--- src/rtl/dec_pkg.sv ---
// Shared definitions for the decoder-sharing controller.
// Contents: codeword/message widths, filler codeword, in-flight tag type,
// and the result-collector state encoding.
package dec_pkg;

  localparam int unsigned CW_W  = 7;
  localparam int unsigned MSG_W = 4;

  localparam logic [CW_W-1:0] FILL_CW = '0;

  // One in-flight codeword: idle marks filler whose result is dropped.
  typedef struct packed {
    logic       idle;
    logic [1:0] ch;
  } tag_t;

  typedef enum logic [1:0] {
    COL_ARMED,
    COL_SHIFT,
    COL_HOLD
  } col_state_e;

endpackage

--- src/rtl/dec_tag_fifo.sv ---
// In-flight tag FIFO: one entry per codeword sent to the core, popped
// when the matching result nibble completes.
// Ports:
//   clk, rst_n  clock, asynchronous active-low reset
//   push_i      write wdata_i (dropped and flagged when full without a pop)
//   pop_i       remove head entry (flagged when empty)
//   wdata_i     tag to store
//   rdata_o     head entry
//   empty_o     FIFO empty
//   err_o       sticky overflow/underflow flag, cleared only by reset
module dec_tag_fifo
  import dec_pkg::*;
#(
  parameter int unsigned DEPTH = 4
) (
  input  logic clk,
  input  logic rst_n,
  input  logic push_i,
  input  logic pop_i,
  input  tag_t wdata_i,
  output tag_t rdata_o,
  output logic empty_o,
  output logic err_o
);

  localparam int unsigned AW = (DEPTH > 1) ? $clog2(DEPTH) : 1;

  tag_t          mem_q [DEPTH];
  logic [AW:0]   wptr_q;
  logic [AW:0]   rptr_q;
  logic          err_q;
  logic          full;
  logic          do_push;
  logic          do_pop;

  assign empty_o = (wptr_q == rptr_q);
  assign full    = (wptr_q[AW] != rptr_q[AW]) && (wptr_q[AW-1:0] == rptr_q[AW-1:0]);
  assign do_pop  = pop_i && !empty_o;
  // A pop in the same cycle frees a slot, so a push into a full FIFO is kept.
  assign do_push = push_i && (!full || do_pop);
  assign rdata_o = mem_q[rptr_q[AW-1:0]];
  assign err_o   = err_q;

  always_ff @(posedge clk or negedge rst_n) begin
    if (!rst_n) begin
      for (int unsigned i = 0; i < DEPTH; i++) mem_q[i] <= '0;
      wptr_q <= '0;
      rptr_q <= '0;
      err_q  <= 1'b0;
    end else begin
      if (do_push) begin
        mem_q[wptr_q[AW-1:0]] <= wdata_i;
        wptr_q <= wptr_q + 1'b1;
      end
      if (do_pop) rptr_q <= rptr_q + 1'b1;
      if ((push_i && !do_push) || (pop_i && empty_o)) err_q <= 1'b1;
    end
  end

endmodule

--- src/rtl/dec_share_ctrl.sv ---
// Round-robin sharing of one serial (7,4) decoder core between N_CH
// requesters. Codewords go out MSB-first under dec_in_flag, filler is sent
// when nobody requests, and 4-bit serial results come back tagged with the
// originating channel in grant order.
// Ports:
//   clk, rst_n     clock, asynchronous active-low reset
//   req_valid      per-channel codeword available
//   req_cw         channel i codeword at [7i+6:7i]
//   req_ready      one-hot grant pulse, codeword taken this cycle
//   dec_data_in    serial bit to the core
//   dec_in_flag    core consumes dec_data_in this cycle
//   dec_data_out   serial result bit from the core
//   dec_out_flag   result bit valid
//   res_valid      result pulse; res_data/res_ch valid with it
//   res_data       decoded nibble, bit 3 was received first
//   res_ch         channel of res_data
//   err_ovf        sticky tag FIFO overflow/underflow
module dec_share_ctrl
  import dec_pkg::*;
#(
  parameter int unsigned N_CH      = 2,
  parameter int unsigned CH_W      = $clog2(N_CH),
  parameter int unsigned TAG_DEPTH = 4
) (
  input  logic                 clk,
  input  logic                 rst_n,
  input  logic [N_CH-1:0]      req_valid,
  input  logic [CW_W*N_CH-1:0] req_cw,
  output logic [N_CH-1:0]      req_ready,
  output logic                 dec_data_in,
  input  logic                 dec_in_flag,
  input  logic                 dec_data_out,
  input  logic                 dec_out_flag,
  output logic                 res_valid,
  output logic [MSG_W-1:0]     res_data,
  output logic [CH_W-1:0]      res_ch,
  output logic                 err_ovf
);

  // Feed path
  logic [CW_W-1:0] tx_sr_q;
  logic [2:0]      tx_cnt_q;
  logic            started_q;
  logic            cur_idle_q;
  logic [CH_W-1:0] cur_ch_q;
  logic [CH_W-1:0] rr_q;

  logic            boundary;
  logic            grant_any;
  logic [CH_W-1:0] grant_ch;
  logic [CW_W-1:0] cw_sel;
  int unsigned     scan;

  // Collect path; only the first three bits are stored, the fourth goes
  // straight into the result register.
  col_state_e       col_q;
  logic [MSG_W-2:0] rx_sr_q;
  logic [1:0]       rx_cnt_q;
  logic             res_valid_q;
  logic [MSG_W-1:0] res_data_q;
  logic [CH_W-1:0]  res_ch_q;

  logic nib_done;
  tag_t tag_head;
  tag_t tag_push;
  logic tag_empty;

  // Before the first consumed bit the reset filler is retired without a
  // tag, so that first in_flag cycle is also an arbitration point.
  assign boundary    = rst_n && dec_in_flag && ((tx_cnt_q == 3'd6) || !started_q);
  assign dec_data_in = tx_sr_q[CW_W-1];

  always_comb begin
    grant_any = 1'b0;
    grant_ch  = '0;
    scan      = 0;
    for (int unsigned k = 0; k < N_CH; k++) begin
      scan = (32'(rr_q) + k) % N_CH;
      if (!grant_any && req_valid[scan[CH_W-1:0]]) begin
        grant_any = 1'b1;
        grant_ch  = scan[CH_W-1:0];
      end
    end
  end

  always_comb begin
    cw_sel = FILL_CW;
    for (int unsigned i = 0; i < N_CH; i++)
      if (32'(grant_ch) == i) cw_sel = req_cw[i*CW_W +: CW_W];
  end

  always_comb begin
    req_ready = '0;
    if (boundary && grant_any) req_ready[grant_ch] = 1'b1;
  end

  always_ff @(posedge clk or negedge rst_n) begin
    if (!rst_n) begin
      tx_sr_q    <= FILL_CW;
      tx_cnt_q   <= '0;
      started_q  <= 1'b0;
      cur_idle_q <= 1'b1;
      cur_ch_q   <= '0;
      rr_q       <= '0;
    end else if (boundary) begin
      started_q <= 1'b1;
      tx_cnt_q  <= '0;
      if (grant_any) begin
        tx_sr_q    <= cw_sel;
        cur_idle_q <= 1'b0;
        cur_ch_q   <= grant_ch;
        rr_q       <= (32'(grant_ch) == N_CH - 1) ? '0 : grant_ch + 1'b1;
      end else begin
        tx_sr_q    <= FILL_CW;
        cur_idle_q <= 1'b1;
      end
    end else if (dec_in_flag) begin
      tx_sr_q  <= {tx_sr_q[CW_W-2:0], 1'b0};
      tx_cnt_q <= tx_cnt_q + 3'd1;
    end
  end

  assign tag_push.idle = cur_idle_q;
  assign tag_push.ch   = 2'(cur_ch_q);

  assign nib_done = dec_out_flag && (col_q != COL_HOLD) && (rx_cnt_q == 2'd3);

  dec_tag_fifo #(
    .DEPTH(TAG_DEPTH)
  ) u_tag_fifo (
    .clk    (clk),
    .rst_n  (rst_n),
    .push_i (boundary && started_q),
    .pop_i  (nib_done),
    .wdata_i(tag_push),
    .rdata_o(tag_head),
    .empty_o(tag_empty),
    .err_o  (err_ovf)
  );

  always_ff @(posedge clk or negedge rst_n) begin
    if (!rst_n) begin
      col_q       <= COL_ARMED;
      rx_sr_q     <= '0;
      rx_cnt_q    <= '0;
      res_valid_q <= 1'b0;
      res_data_q  <= '0;
      res_ch_q    <= '0;
    end else begin
      res_valid_q <= 1'b0;
      case (col_q)
        COL_ARMED, COL_SHIFT: begin
          if (dec_out_flag) begin
            rx_sr_q  <= {rx_sr_q[MSG_W-3:0], dec_data_out};
            rx_cnt_q <= rx_cnt_q + 2'd1;
            if (rx_cnt_q == 2'd3) begin
              col_q <= COL_HOLD;
              if (!tag_empty && !tag_head.idle) begin
                res_valid_q <= 1'b1;
                res_data_q  <= {rx_sr_q, dec_data_out};
                res_ch_q    <= CH_W'(tag_head.ch);
              end
            end else begin
              col_q <= COL_SHIFT;
            end
          end
        end
        COL_HOLD: if (!dec_out_flag) col_q <= COL_ARMED;
        default:  col_q <= COL_ARMED;
      endcase
    end
  end

  assign res_valid = res_valid_q;
  assign res_data  = res_data_q;
  assign res_ch    = res_ch_q;

endmodule

--- config.mk ---
export PLATFORM = sky130hd
export DESIGN_NAME = dec_share_ctrl
export DESIGN_NICKNAME = d
export VERILOG_FILES = /design/src/rtl/dec_pkg.sv /design/src/rtl/dec_tag_fifo.sv /design/src/rtl/dec_share_ctrl.sv
export SDC_FILE = /design/constraint.sdc
export NUM_CORES = 1
export LEC_CHECK = 0
export ABC_AREA = 1
export CORE_ASPECT_RATIO = 2
export CORE_MARGIN = 5
export CORE_UTILIZATION = 45
export DETAILED_ROUTE_END_ITERATION = 16
export DONT_BUFFER_PORTS = 1
export HOLD_SLACK_MARGIN = 0.05
export REMOVE_ABC_BUFFERS = 1
export SYNTH_ARGS = -nofsm -noshare
export SYNTH_HDL_FRONTEND = slang
export SYNTH_SLANG_ARGS = --single-unit
--- constraint.sdc ---
create_clock -name clk -period 4.4 [get_ports clk]
set_input_delay 1.32 -clock clk [delete_from_list [all_inputs] [get_ports clk]]
set_output_delay 1.32 -clock clk [all_outputs]
set_load 0.02 [all_outputs]
==> flow_summary.ini <==
[clock_network]
h-tree-depth = 2
holdBufCountCts = 0
cts_setup_buffers = 0
clock-sinks = 42
root_buffer = clkbuf_8
ctsResizeCount = 0
clk_pin_slew_ns = 0.08
clk_latency_ns = 0.29
cts_buffers = 5
cts_tree = built
clockBufferDepth = 2

[placement]
dp_hpwl_um = 3170
routabilityCongestion = 0.724
portBuffers = 0

[floorplanning]
die_area_um2 = 6480
rows = 36
start_util_pct = 45.7
die_x_um = 59.5
dieHeight_um = 109
io_pins = 31
coreArea_um2 = 4820

[yosys]
ys_ff_latch = 42
async_flop_share_pct = 100
synth-simple-area-share_pct = 33.8
yosys_warnings = 0
synth_commonest_cells = nand2_1, dfrtp_1, inv_1, nand3_1, nand4_1
syn-instance-count = 254
yosysTopAreaCell = dfrtp_1
yosysUniqueCellTypes = 34
synth_top_flop_cell = dfrtp_1
synth_mux_area_share_pct = 1.02
syn_area_um2 = 2200
ys_seq_area_share_pct = 47.7
synthAdderAreaFrac_pct = 4.54
synth_xor_area_share_pct = 1.19
synth.most_common_cell = nand2_1
avgSynthCellArea_um2 = 8.68
synth-compound-area-share_pct = 5.68
yosys-top-cells-area = dfrtp_1, nand2_1, ha_1
synth_top_family_by_area = simple AND/OR/NAND/NOR gates
synth_edf_count = 0
post-synth-top-area-fraction_pct = 46.5

[run]
max-cap-violations = 0

[routing]
detail-route-antenna-nets = 0
drc = 0
drt-total-wl_um = 4120
drtIter0Drc = 46
route.vias.total = 1594
vias_per_cell = 5.04
wl_per_cell_um = 13.0
drtPass1Iterations = 4

[grt]
grt.busiest_layer = met2
grt_max_degree = 44
grt_use_met1_pct = 14.8
grt-ovfl-total = 0
grt_pass1_vias = 1601
grt_usage_pct = 14.4
grt_pass1_wl_um = 7130
antenna_found_initial = 0
use_met2_pct = 26.7
use_met3_pct = 2.73

[timing]
max_freq_ghz = 0.292
rsz0062_at_grt = false
finClkSkew_ns = 0.00806
finalSetupViolCount = 0
final-hold-violation-count = 0
tightest_slew_ns = 0.652
tns_ns = 0
timing.hold.ws_ns = 0.474
fin_crit_ns = 3.42
slew_headroom_pct = 56.4
post-route-period-util_pct = 77.8
final_max_slew_viol_count = 0

[power]
p_leak_uw = 0.00123
power_uw = 1450
ir_worst_vdd_v = 0.000323
power.density_nw_per_um2 = 615

[worst_setup_path]
cp.arrival_ns = 2.10
end_kind = output pin
critPathKind = input port to output pin
startpoint_type = input port
ff2ff_setup_slack_ns = 2.61
worstPathMaxFanout = 43
critPathRequiredTime_ns = 3.08

[final_layout]
nets = 287
layout-drive-gt1-share_pct = 15.1
area_growth_pct = 7.09
antenna_cells = 0
multi_input_area_um2 = 1020
seq_area_um2 = 1050
finish.utilization_pct = 49.0
num-fill-cells = 468

[status]
status = completed

[worst_hold_path]
hp-class = flop to flop
-- routing by layer --
layer	up-vias	part of all wire (%)
met5	-	0
met4	0	2.4
met3	6	3.8
met2	35	56
met1	733	38
li1	820	-
-- final cells by class --
type / count / area share [%]
inverters: 29 / 4.61
flip-flops and latches: 42 / 44.6
clock buffers: 5 / 2.91
well taps: 57 / 3.02
multi-input cells: 180 / 43.2
clock inverters: 3 / 1.70
-- where the power goes --
| group | switching (µW) | internal (µW) |
|---|---|---|
| Combinational | 299 | 181 |
| Clock | 136 | 167 |
| Sequential | 152 | 516 |
| Total | 587 | 865 |
-- logic make-up after synthesis --
group / count (synthesis)
flops: 42
fa+ha+maj: 8
xor+xnor: 3
simple gates: 148
compound gates: 19
buf+inv: 32
mux: 2
-- critical path: stages --
cell     delay (ns)
nand2_2        0.07
a21oi_2        0.20
inv_2          0.11
nor2_8         0.14
nand2_1        0.08
inv_1          0.17
-- state kept, by name, indices dropped and copies added, names as in the netlist --
name and cells:
rr_q 1, u_tag_fifo.err_o 1, tx_cnt_q 3, rx_sr_q 3, rx_cnt_q 2, res_ch 1, res_data 4, cur_idle_q 1
tx_sr_q 7, u_tag_fifo.rptr_q 3, u_tag_fifo.mem_q 8, col_q 2, res_valid 1, started_q 1, u_tag_fifo.wptr_q 3, cur_ch_q 1
-- layout by cell type (no fill, tap or decap), drive strengths merged, types with 2 or more instances in the layout --
cell type,count
ha,8
a21oi,4
nand2,103
inv,29
nand4,14
clkinv,2
o21ai,12
nor2,9
mux2,2
nand3,18
nor3,2
xnor2,3
dfrtp,41
clkbuf,5
-- per-stage QoR --
step	cell area (µm²)	cells	worst slack (ns)
2_1_floorplan	2180	251	1.05
3_3_place_gp	2250	308	0.981
3_5_place_dp	2250	308	0.966
4_1_cts	2360	316	0.959
5_1_grt	2360	316	0.852
6_report	2360	316	0.976
-- path summary, 6_finish.rpt --
path / from / end / cells past startpoint
worst min-delay path: u_tag_fifo.mem_q[9] / u_tag_fifo.mem_q[9] / 2
worst max register to register: tx_cnt_q[0] / u_tag_fifo.mem_q[2] / 7
worst max-delay path: rst_n / req_ready[0] / 6
min in group asynchronous: rst_n / col_q[1] / 0
worst min register to register: u_tag_fifo.mem_q[9] / u_tag_fifo.mem_q[9] / 2
max in group asynchronous: rst_n / cur_idle_q / 0
No activity file was read; power rests on OpenSTA's default activity.
